## config.mk

```make
export PLATFORM = sky130hd
export DESIGN_NAME = video_timing_sequencer_flat
export DESIGN_NICKNAME = d
export VERILOG_FILES = /design/src/rtl/video_timing_pkg.sv /design/src/rtl/video_timing_sequencer_if.sv /design/src/rtl/video_timing_sequencer_counter.sv /design/src/rtl/video_timing_sequencer.sv /design/src/flat_wrapper.sv
export SDC_FILE = /design/constraint.sdc
export NUM_CORES = 1
export LEC_CHECK = 0
export ABC_CLOCK_PERIOD_IN_PS = 5300
export CORE_MARGIN = 10
export CORE_UTILIZATION = 57
export DETAILED_ROUTE_END_ITERATION = 6
export PLACE_DENSITY = 0.87
export SLEW_MARGIN = 15
export SYNTH_ARGS = -nofsm -noshare
export SYNTH_HDL_FRONTEND = slang
export SYNTH_SLANG_ARGS = --single-unit
```

## constraint.sdc

```tcl
create_clock -name pixel_clock -period 5.3 [get_ports pixel_clock]
set_clock_uncertainty 0.2 [all_clocks]
set_input_delay 1.06 -clock pixel_clock [delete_from_list [all_inputs] [get_ports pixel_clock]]
set_output_delay 1.06 -clock pixel_clock [all_outputs]
set_load 0.02 [all_outputs]
```

## src/rtl/video_timing_pkg.sv

```systemverilog
// rtl/video_timing_pkg.sv - shared raster timing constants and HDMI control codes
package video_timing_pkg;
  // 640x480@60 raster
  localparam int DEF_H_ACTIVE = 640;
  localparam int DEF_H_FRONT  = 16;
  localparam int DEF_H_SYNC   = 96;
  localparam int DEF_H_BACK   = 48;
  localparam int DEF_V_ACTIVE = 480;
  localparam int DEF_V_FRONT  = 10;
  localparam int DEF_V_SYNC   = 2;
  localparam int DEF_V_BACK   = 33;

  // Video preamble CTL3..CTL0, CTL0 is the LSB
  localparam logic [3:0] PREAMBLE_CTL = 4'b0001;
  localparam int         PREAMBLE_LEN = 8;
  localparam int         GUARD_LEN    = 2;
endpackage

```

## src/rtl/video_timing_sequencer_if.sv

```systemverilog
// rtl/video_timing_sequencer_if.sv - timing/control bundle from sequencer to encoders and pixel source
interface video_timing_sequencer_if #(
  parameter int COUNT_WIDTH = 12
);
  logic                   pixel_request;
  logic [COUNT_WIDTH-1:0] request_x;
  logic [COUNT_WIDTH-1:0] request_y;
  logic                   video_data_enable;
  logic                   ch0_c0;
  logic                   ch0_c1;
  logic                   ch1_c0;
  logic                   ch1_c1;
  logic                   ch2_c0;
  logic                   ch2_c1;
  logic                   guard_band;
  logic                   frame_start;

  modport master (
    output pixel_request, request_x, request_y, video_data_enable,
           ch0_c0, ch0_c1, ch1_c0, ch1_c1, ch2_c0, ch2_c1, guard_band, frame_start
  );

  modport slave (
    input pixel_request, request_x, request_y, video_data_enable,
          ch0_c0, ch0_c1, ch1_c0, ch1_c1, ch2_c0, ch2_c1, guard_band, frame_start
  );
endinterface

```

## src/rtl/video_timing_sequencer_counter.sv

```systemverilog
// rtl/video_timing_sequencer_counter.sv - h/v raster counters exposing the next two positions
module timing_counter #(
  parameter int H_TOTAL     = 800,
  parameter int V_TOTAL     = 525,
  parameter int COUNT_WIDTH = 12
) (
  input  logic                   pixel_clock,
  input  logic                   reset,
  output logic [COUNT_WIDTH-1:0] h_next_o,
  output logic [COUNT_WIDTH-1:0] v_next_o,
  output logic [COUNT_WIDTH-1:0] h_after_o,
  output logic [COUNT_WIDTH-1:0] v_after_o
);
  localparam logic [COUNT_WIDTH-1:0] H_LAST = COUNT_WIDTH'(H_TOTAL - 1);
  localparam logic [COUNT_WIDTH-1:0] V_LAST = COUNT_WIDTH'(V_TOTAL - 1);
  localparam logic [COUNT_WIDTH-1:0] ONE    = COUNT_WIDTH'(1);

  logic [COUNT_WIDTH-1:0] h_q, v_q, h_d, v_d, h_a, v_a;

  // Position after the coming edge (d) and the one after that (a), both with line/frame wrap
  always_comb begin
    h_d = (h_q == H_LAST) ? '0 : h_q + ONE;
    v_d = v_q;
    if (h_q == H_LAST) v_d = (v_q == V_LAST) ? '0 : v_q + ONE;
    h_a = (h_d == H_LAST) ? '0 : h_d + ONE;
    v_a = v_d;
    if (h_d == H_LAST) v_a = (v_d == V_LAST) ? '0 : v_d + ONE;
  end

  // Reset parks on the last pixel of the frame so the first free-running edge lands on (0,0)
  always_ff @(posedge pixel_clock) begin
    if (reset) begin
      h_q <= H_LAST;
      v_q <= V_LAST;
    end else begin
      h_q <= h_d;
      v_q <= v_d;
    end
  end

  assign h_next_o  = h_d;
  assign v_next_o  = v_d;
  assign h_after_o = h_a;
  assign v_after_o = v_a;
endmodule

```

## src/rtl/video_timing_sequencer.sv

```systemverilog
// rtl/video_timing_sequencer.sv - raster timing, sync/CTL symbols, HDMI preamble and guard band
module video_timing_sequencer
  import video_timing_pkg::*;
#(
  parameter int H_ACTIVE          = DEF_H_ACTIVE,
  parameter int H_FRONT           = DEF_H_FRONT,
  parameter int H_SYNC            = DEF_H_SYNC,
  parameter int H_BACK            = DEF_H_BACK,
  parameter int V_ACTIVE          = DEF_V_ACTIVE,
  parameter int V_FRONT           = DEF_V_FRONT,
  parameter int V_SYNC            = DEF_V_SYNC,
  parameter int V_BACK            = DEF_V_BACK,
  parameter int HSYNC_ACTIVE_HIGH = 0,
  parameter int VSYNC_ACTIVE_HIGH = 0,
  parameter int HDMI_MODE         = 1,
  parameter int COUNT_WIDTH       = 12
) (
  input logic                      pixel_clock,
  input logic                      reset,
  video_timing_sequencer_if.master vif
);
  localparam int CW      = COUNT_WIDTH;
  localparam int H_TOTAL = H_ACTIVE + H_FRONT + H_SYNC + H_BACK;
  localparam int V_TOTAL = V_ACTIVE + V_FRONT + V_SYNC + V_BACK;

  localparam logic [CW-1:0] H_ACT       = CW'(H_ACTIVE);
  localparam logic [CW-1:0] H_SYNC_BEG  = CW'(H_ACTIVE + H_FRONT);
  localparam logic [CW-1:0] H_SYNC_END  = CW'(H_ACTIVE + H_FRONT + H_SYNC);
  localparam logic [CW-1:0] V_ACT       = CW'(V_ACTIVE);
  localparam logic [CW-1:0] V_SYNC_BEG  = CW'(V_ACTIVE + V_FRONT);
  localparam logic [CW-1:0] V_SYNC_END  = CW'(V_ACTIVE + V_FRONT + V_SYNC);
  localparam logic [CW-1:0] V_LAST      = CW'(V_TOTAL - 1);
  localparam logic [CW-1:0] PRE_BEG     = CW'(H_TOTAL - GUARD_LEN - PREAMBLE_LEN);
  localparam logic [CW-1:0] GUARD_BEG   = CW'(H_TOTAL - GUARD_LEN);
  localparam logic [CW-1:0] ONE         = CW'(1);
  localparam logic          HS_POL      = (HSYNC_ACTIVE_HIGH != 0);
  localparam logic          VS_POL      = (VSYNC_ACTIVE_HIGH != 0);
  localparam logic          HDMI_EN     = (HDMI_MODE != 0);

  logic [CW-1:0] h_d, v_d, h_a, v_a, v_following;
  logic          act_d, act_a, hs_d, vs_d, pre_line, pre_d, guard_d;

  logic          de_q, pr_q, hs_q, vs_q, guard_q, fs_q;
  logic [3:0]    ctl_q;
  logic [CW-1:0] rx_q, ry_q;

  timing_counter #(
    .H_TOTAL    (H_TOTAL),
    .V_TOTAL    (V_TOTAL),
    .COUNT_WIDTH(CW)
  ) u_counter (
    .pixel_clock(pixel_clock),
    .reset      (reset),
    .h_next_o   (h_d),
    .v_next_o   (v_d),
    .h_after_o  (h_a),
    .v_after_o  (v_a)
  );

  // Region decode of the post-edge position, plus one-ahead decode for the pixel request
  always_comb begin
    act_d       = (h_d < H_ACT) && (v_d < V_ACT);
    act_a       = (h_a < H_ACT) && (v_a < V_ACT);
    hs_d        = (h_d >= H_SYNC_BEG) && (h_d < H_SYNC_END);
    vs_d        = (v_d >= V_SYNC_BEG) && (v_d < V_SYNC_END);
    v_following = (v_d == V_LAST) ? '0 : v_d + ONE;
    pre_line    = HDMI_EN && (v_following < V_ACT);
    pre_d       = pre_line && (h_d >= PRE_BEG) && (h_d < GUARD_BEG);
    guard_d     = pre_line && (h_d >= GUARD_BEG);
  end

  // Registered outputs; reset drives everything idle with sync pins at their inactive level
  always_ff @(posedge pixel_clock) begin
    if (reset) begin
      de_q    <= 1'b0;
      pr_q    <= 1'b0;
      rx_q    <= '0;
      ry_q    <= '0;
      hs_q    <= ~HS_POL;
      vs_q    <= ~VS_POL;
      ctl_q   <= 4'b0000;
      guard_q <= 1'b0;
      fs_q    <= 1'b0;
    end else begin
      de_q    <= act_d;
      pr_q    <= act_a;
      rx_q    <= act_a ? h_a : '0;
      ry_q    <= act_a ? v_a : '0;
      hs_q    <= hs_d ~^ HS_POL;
      vs_q    <= vs_d ~^ VS_POL;
      ctl_q   <= pre_d ? PREAMBLE_CTL : 4'b0000;
      guard_q <= guard_d;
      fs_q    <= (h_d == '0) && (v_d == '0);
    end
  end

  assign vif.video_data_enable = de_q;
  assign vif.pixel_request     = pr_q;
  assign vif.request_x         = rx_q;
  assign vif.request_y         = ry_q;
  assign vif.ch0_c0            = hs_q;
  assign vif.ch0_c1            = vs_q;
  assign vif.ch1_c0            = ctl_q[0];
  assign vif.ch1_c1            = ctl_q[1];
  assign vif.ch2_c0            = ctl_q[2];
  assign vif.ch2_c1            = ctl_q[3];
  assign vif.guard_band        = guard_q;
  assign vif.frame_start       = fs_q;
endmodule

```

## src/flat_wrapper.sv

```systemverilog
// flat-port wrapper written by rule: the top's interface ports become plain ports
module video_timing_sequencer_flat import video_timing_pkg::*;
#(
  parameter int H_ACTIVE          = DEF_H_ACTIVE,
  parameter int H_FRONT           = DEF_H_FRONT,
  parameter int H_SYNC            = DEF_H_SYNC,
  parameter int H_BACK            = DEF_H_BACK,
  parameter int V_ACTIVE          = DEF_V_ACTIVE,
  parameter int V_FRONT           = DEF_V_FRONT,
  parameter int V_SYNC            = DEF_V_SYNC,
  parameter int V_BACK            = DEF_V_BACK,
  parameter int HSYNC_ACTIVE_HIGH = 0,
  parameter int VSYNC_ACTIVE_HIGH = 0,
  parameter int HDMI_MODE         = 1,
  parameter int COUNT_WIDTH       = 12
)
  (pixel_clock, reset, vif_pixel_request, vif_request_x, vif_request_y, vif_video_data_enable, vif_ch0_c0, vif_ch0_c1, vif_ch1_c0, vif_ch1_c1, vif_ch2_c0, vif_ch2_c1, vif_guard_band, vif_frame_start);
  video_timing_sequencer_if #(.COUNT_WIDTH(COUNT_WIDTH)) vif_i ();
  input logic pixel_clock;
  input logic reset;
  output wire logic [$bits(vif_i.pixel_request)-1:0] vif_pixel_request;
  output wire logic [$bits(vif_i.request_x)-1:0] vif_request_x;
  output wire logic [$bits(vif_i.request_y)-1:0] vif_request_y;
  output wire logic [$bits(vif_i.video_data_enable)-1:0] vif_video_data_enable;
  output wire logic [$bits(vif_i.ch0_c0)-1:0] vif_ch0_c0;
  output wire logic [$bits(vif_i.ch0_c1)-1:0] vif_ch0_c1;
  output wire logic [$bits(vif_i.ch1_c0)-1:0] vif_ch1_c0;
  output wire logic [$bits(vif_i.ch1_c1)-1:0] vif_ch1_c1;
  output wire logic [$bits(vif_i.ch2_c0)-1:0] vif_ch2_c0;
  output wire logic [$bits(vif_i.ch2_c1)-1:0] vif_ch2_c1;
  output wire logic [$bits(vif_i.guard_band)-1:0] vif_guard_band;
  output wire logic [$bits(vif_i.frame_start)-1:0] vif_frame_start;
  assign vif_pixel_request = vif_i.pixel_request;
  assign vif_request_x = vif_i.request_x;
  assign vif_request_y = vif_i.request_y;
  assign vif_video_data_enable = vif_i.video_data_enable;
  assign vif_ch0_c0 = vif_i.ch0_c0;
  assign vif_ch0_c1 = vif_i.ch0_c1;
  assign vif_ch1_c0 = vif_i.ch1_c0;
  assign vif_ch1_c1 = vif_i.ch1_c1;
  assign vif_ch2_c0 = vif_i.ch2_c0;
  assign vif_ch2_c1 = vif_i.ch2_c1;
  assign vif_guard_band = vif_i.guard_band;
  assign vif_frame_start = vif_i.frame_start;
  video_timing_sequencer #(.H_ACTIVE(H_ACTIVE), .H_FRONT(H_FRONT), .H_SYNC(H_SYNC), .H_BACK(H_BACK), .V_ACTIVE(V_ACTIVE), .V_FRONT(V_FRONT), .V_SYNC(V_SYNC), .V_BACK(V_BACK), .HSYNC_ACTIVE_HIGH(HSYNC_ACTIVE_HIGH), .VSYNC_ACTIVE_HIGH(VSYNC_ACTIVE_HIGH), .HDMI_MODE(HDMI_MODE), .COUNT_WIDTH(COUNT_WIDTH)) u_core (.pixel_clock(pixel_clock), .reset(reset), .vif(vif_i));
endmodule
```

# Word-level counts from Yosys, hierarchy flattened
# Cells that the tools add are included.
[word_totals] ff_bits=58 input_bits=2 wordCells=52
[classes] addsub=4 n_lt_le_gt_ge=12 eq_ne=4 n_mux=7 bitwise=3 n_reduce_logical=11
[ops] op="$mux W12" n=6
[ops] op="$add A12 B1 Y12 const B" n=4
[ops] op="$eq A12 B10 Y1 const B" n=4
[ops] op="$lt A12 B10 Y1 const B" n=4
[ops] op="$lt A12 B9 Y1 const B" n=4
[ops] op="$ge A12 B10 Y1 const B" n=3
[ops] op="$logic_not A12 Y1" n=2
[ops] op="$ge A12 B9 Y1 const B" n=1
[ops] op="$logic_and A1 B1 Y1" n=8
[ops] op="$not A1 Y1" n=3
[ops] op="$reduce_or A2 Y1" n=1
[ops] op="$mux W1" n=1

# Longest topological paths before layout
[logic_depth] depth_word=10 ltp_mapped=18

# Cells and area by module
# A second synthesis with hierarchy kept.
[unflattened] cells_unflattened=388 area_unflattened_um2=3240.6
[by_module_without_submodules] module="timing_counter" n_inst=1 cells_per_inst=286 area_per_inst_um2=2153.3 seq_area_each_um2=480.5
[by_module_without_submodules] module="video_timing_sequencer" n_inst=1 cells_per_inst=102 area_per_inst_um2=1087.3 seq_area_each_um2=620.6

# Least setup slack after synthesis
# Ideal clock, no wire load.
[synth_path] path_type="register to register" from="register u_core.u_counter.h_q[1]" to="register u_core.ry_q[0] (netlist: u_core.vif.request_y[0])" setup_ps=141 arrival_ps=3423 required_ps=4959 slack_ps=1536 path_stages_with_launch=18 n_path_buf=3 path_cell_list="dfxtp_1 ha_1 buf_2 and4_1 clkbuf_1 nand3_2 clkbuf_1 nor3_1 a21oi_1 inv_1 ha_1 nand2_1 mux2i_1 nand4bb_1 nor4_1 xor2_1 a211oi_2 nor4_1"
[synth_via] elab_chain_len=9
[synth_lines] element="start, declared" line_no="video_timing_sequencer_counter.sv:18" rtl="logic [COUNT_WIDTH-1:0] h_q, v_q, h_d, v_d, h_a, v_a;"
[synth_lines] element="start signal, assigned" line_no="video_timing_sequencer_counter.sv:33" rtl="h_q <= H_LAST;"
[synth_lines] element="start signal, assigned" line_no="video_timing_sequencer_counter.sv:36" rtl="h_q <= h_d;"
[synth_lines] element="$eq A12 B10 Y1 *" line_no="video_timing_sequencer_counter.sv:24" rtl="if (h_q == H_LAST) v_d = (v_q == V_LAST) ? '0 : v_q + ONE;"
[synth_lines] element="$mux W12 *" line_no="video_timing_sequencer_counter.sv:24"
[synth_lines] element="named net u_core.u_counter.v_next_o[0]" line_no="video_timing_sequencer_counter.sv:10" rtl="output logic [COUNT_WIDTH-1:0] v_next_o,"
[synth_lines] element="$add A12 B1 Y12 or $eq A12 B10 Y1 (tied branches)" line_no="video_timing_sequencer_counter.sv:27" rtl="if (h_d == H_LAST) v_a = (v_d == V_LAST) ? '0 : v_d + ONE;"
[synth_lines] element="$mux W12" line_no="video_timing_sequencer_counter.sv:27"
[synth_lines] element="$mux W12 *" line_no="video_timing_sequencer_counter.sv:27"
[synth_lines] element="$lt A12 B9 Y1" line_no="video_timing_sequencer.sv:63" rtl="act_a = (h_a < H_ACT) && (v_a < V_ACT);"
[synth_lines] element="$logic_and A1 B1 Y1" line_no="video_timing_sequencer.sv:63"
[synth_lines] element="$not A1 Y1 (no line)"
[synth_lines] element="$reduce_or A2 Y1 (no line)"
[synth_lines] element="end signal, assigned" line_no="video_timing_sequencer.sv:88" rtl="ry_q <= act_a ? v_a : '0;"
[synth_lines] element="end, declared" line_no="video_timing_sequencer.sv:45" rtl="logic [CW-1:0] rx_q, ry_q;"
# Mark *: on every way through the listed nets, which the timed path passes. The rest lies on a longest branch.
# A chain may end at the register's enable or synchronous reset.

# Worst setup path in the final report
[layout_path] from="register u_core.u_counter.h_q[0]" to="register u_core.ry_q[5] (netlist: u_core.vif.request_y[5])"
# Same word-level chain as after synthesis.

==> flow_summary.toml <==
[status]
status = "complete, no violations"

[sta]
max_slew_margin = 0.323
tightest_slew_ps = 1000
setup_tns_ps = 0
finalHoldViolations = 0
drv_slew = 0
setup_viol = 0
fin_crit_sh = 0.851
finalCriticalPeriod_ps = 4510
rsz0062_at_grt = "false"
fmax_mhz = 222

[floorplanning]
rows = 27
die_x_um = 96.3
initial_utilization = 0.595
dieArea_sq_um = 9270
io_pins = 36
dieHeight_um = 96.3
core-area_sq_um = 5570

[routing]
ant_nets = 0
drc_errors = 0
wl_per_cell_um = 17.8
routed_via_density = 6.41
firstDrtPassIters = 6
totalWireLength_mm = 8.91
drt-initial-drc-count = 305
vias = 3206

[place]
place_congestion = 0.954
io_buffers = 32
place_area_sq_um = 3630
hpwl_mm = 6.68

[worst_setup_path]
slowest_stage = "a211oi_2"
crit_arrival_ps = 4470
reg2reg_to = "u_core.vif.request_y[5]$_SDFF_PP0_"
cp.buffers_inverters = 0
crit_required_ps = 5260
crit_end = "u_core.vif.request_y[5]$_SDFF_PP0_"
cp-startpoint = "u_core.u_counter.h_q[0]$_SDFF_PP1_"
reg2reg_from = "u_core.u_counter.h_q[0]$_SDFF_PP1_"
r2r_setup_slack_ps = 790
criticalPathCategory = "reg -> reg"
cp_top_family = "simple AND/OR/NAND/NOR gates"
cp_slowest_stage_delay_ps = 640
r2r_cells = 14
cp-start-kind = "register"
path_max_fanout = 17
cp_num_cells = 14
worstSetupEndpointType = "register"
crit_chain = "ha_1, and4_1, nand3_2, nor2_1, nand2_1, o21ai_0, ha_1, nand2_1, mux2i_1, nand4bb_1, nor4_1, xor2_1, a211oi_2, nor4_1"

[clocking]
post_cts_buffers = 0
clk_latency_ps = 310
cts.sinks = 55
clkTransAtPathRegs_ps = 100
cts_tree = "built"
htree_levels = 2
numCtsBuffers = 5
cts-root-buf = "clkbuf_8"
clockBufferDepth = 2
cts_resized = 0
postCtsHoldBufs = 0

[yosys]
syn_area_per_cell_sq_um = 8.23
yosys.area.top_type_share = 0.332
synth_common_cells = "55 x dfxtp_1, 41 x nor2_1, 37 x nand2_1"
ys_top_cells_by_area = "dfxtp_1 33%, xnor2_1 5.0%, nor2_1 4.6%"
ys_seq_elements = 55
synth_edf_count = 0
yosys_warnings = 0
syn_inst = 403
async_flop_share = 0
synthFlopType = "dfxtp_1"
netlist_area_sq_um = 3320
yosys.area.top_type = "dfxtp_1"
synth_most_common_cell = "dfxtp_1"
seq_area_frac_synth = 0.332
synth.distinct_cells = 74

[power]
peakVddDrop_uv = 344
p_per_area_nw_per_um2 = 538
leakagePower_nw = 1.27

[grt]
track_usage = 0.195
grt_overflow = 0
grt_max_degree = 21
grt_pass1_wl_mm = 14.5
antenna_found_initial = 0
first_global_vias = 3010

[flow_run]
drv_cap = 0

[cells_and_area]
layout-drive-gt1-share = 0.0654
final_area_sq_um = 3720
area_growth_pct = 12.1
diodes = 0
nNetsFinal = 435

[hold_path]
hold_class = "reg -> reg"
## per-layer routing
metal | global-route usage | part of all wire | up-vias
met2 | 0.318 | 0.48 | 181
met3 | 0.0397 | 0.079 | 38
li1 | - | - | 1509
met4 | 0.104 | 0.043 | 0
met1 | 0.234 | 0.39 | 1478
met5 | 0 | 0 | -
## cell type report
cell class / instances / area (sq um)
fill: 473 / 1850
timing repair buffer: 33 / 328
clock buffer: 6 / 72.6
clock inverter: 2 / 16.3
sequential: 55 / 1100
inverter: 10 / 37.5
tap: 72 / 90.1
multi-input combinational: 322 / 2070
## flip-flops by register name (all words and copies together), names as in the netlist
signal	flops
u_core.vif.ch0_c1	1
u_core.u_counter.v_q	12
u_core.vif.frame_start	1
u_core.ctl_q	1
u_core.vif.pixel_request	1
u_core.vif.ch0_c0	1
u_core.vif.video_data_enable	1
u_core.vif.request_x	12
u_core.vif.request_y	12
u_core.u_counter.h_q	12
u_core.vif.guard_band	1
## logic make-up after synthesis
family | after synthesis | share of synthesized area
multiplexers | 5 | 0.0155
AND/OR/NAND/NOR | 199 | 0.330
AO/OA/AOI/OAI | 73 | 0.166
buffers and inverters | 33 | 0.0505
other | 1 | 0.00113
adder cells (fa/ha/maj) | 6 | 0.0226
flip-flops | 55 | 0.332
XOR/XNOR | 31 | 0.0819
## worst register-to-register path: stages, from the launching register on
cell	delay [ps]
dfxtp_1	500
ha_1	380
and4_1	380
nand3_2	350
nor2_1	210
nand2_1	60
o21ai_0	170
ha_1	300
nand2_1	70
mux2i_1	190
nand4bb_1	210
nor4_1	370
xor2_1	200
a211oi_2	640
nor4_1	100
## worst min path at each step
stage | from | end | slack [ps] | cells past startpoint
6_report | u_core.u_counter.h_q[0]$_SDFF_PP1_ | u_core.u_counter.h_q[0]$_SDFF_PP1_ | 440 | 1
5_1_grt | u_core.u_counter.h_q[0]$_SDFF_PP1_ | u_core.u_counter.h_q[0]$_SDFF_PP1_ | 460 | 1
4_1_cts | u_core.u_counter.h_q[0]$_SDFF_PP1_ | u_core.u_counter.h_q[0]$_SDFF_PP1_ | 420 | 1
3_5_place_dp | u_core.u_counter.h_q[0]$_SDFF_PP1_ | u_core.u_counter.h_q[0]$_SDFF_PP1_ | 390 | 1
3_3_place_gp | u_core.u_counter.h_q[0]$_SDFF_PP1_ | u_core.u_counter.h_q[0]$_SDFF_PP1_ | 380 | 1
2_1_floorplan | u_core.u_counter.h_q[11]$_SDFF_PP0_ | u_core.u_counter.h_q[11]$_SDFF_PP0_ | 390 | 2
## cells in the final DEF, fill, tap and decap left out, types with 4 or more instances in the layout
cell             Yosys  final
o22ai_1              4      4
clkbuf_8             0      5
or3_1                4      4
or4_1                6      6
nand3_1             18     18
o21ai_0             17     17
nand2b_1             5      5
nor4_1               9      9
nand2_1             37     37
conb_1               1      8
and4_1               5      5
a21oi_1             11     11
mux2i_1              4      4
xor2_1              12     12
inv_1                9      9
nand4_1             11     11
ha_1                 6      6
xnor2_1             19     19
nor2_1              41     41
a21o_1               4      4
dfxtp_1             55     55
nor3_1              28     28
o21a_1               4      4
clkdlybuf4s50_1      0     32
## through the flow
stage,hold slack [ps],worst slack [ps],std cells,utilization,power (mW)
floorplan,387,1540,410,-,1.47
global placement,379,1120,492,0.651,1.72
detailed placement,394,987,492,0.651,1.75
CTS,423,932,500,0.667,1.99
global route,462,441,500,0.667,2.14
finish,437,791,500,0.667,2.00
## where the power goes
part           internal [mW]  leakage [nW]  total [mW]  switching, mW
registers              0.493         0.448       0.596          0.103
clock network         0.0952        0.0418       0.233          0.138
logic                  0.430         0.785        1.17          0.743
total                   1.02          1.27        2.00          0.984
(Power assumes the default switching activity.)
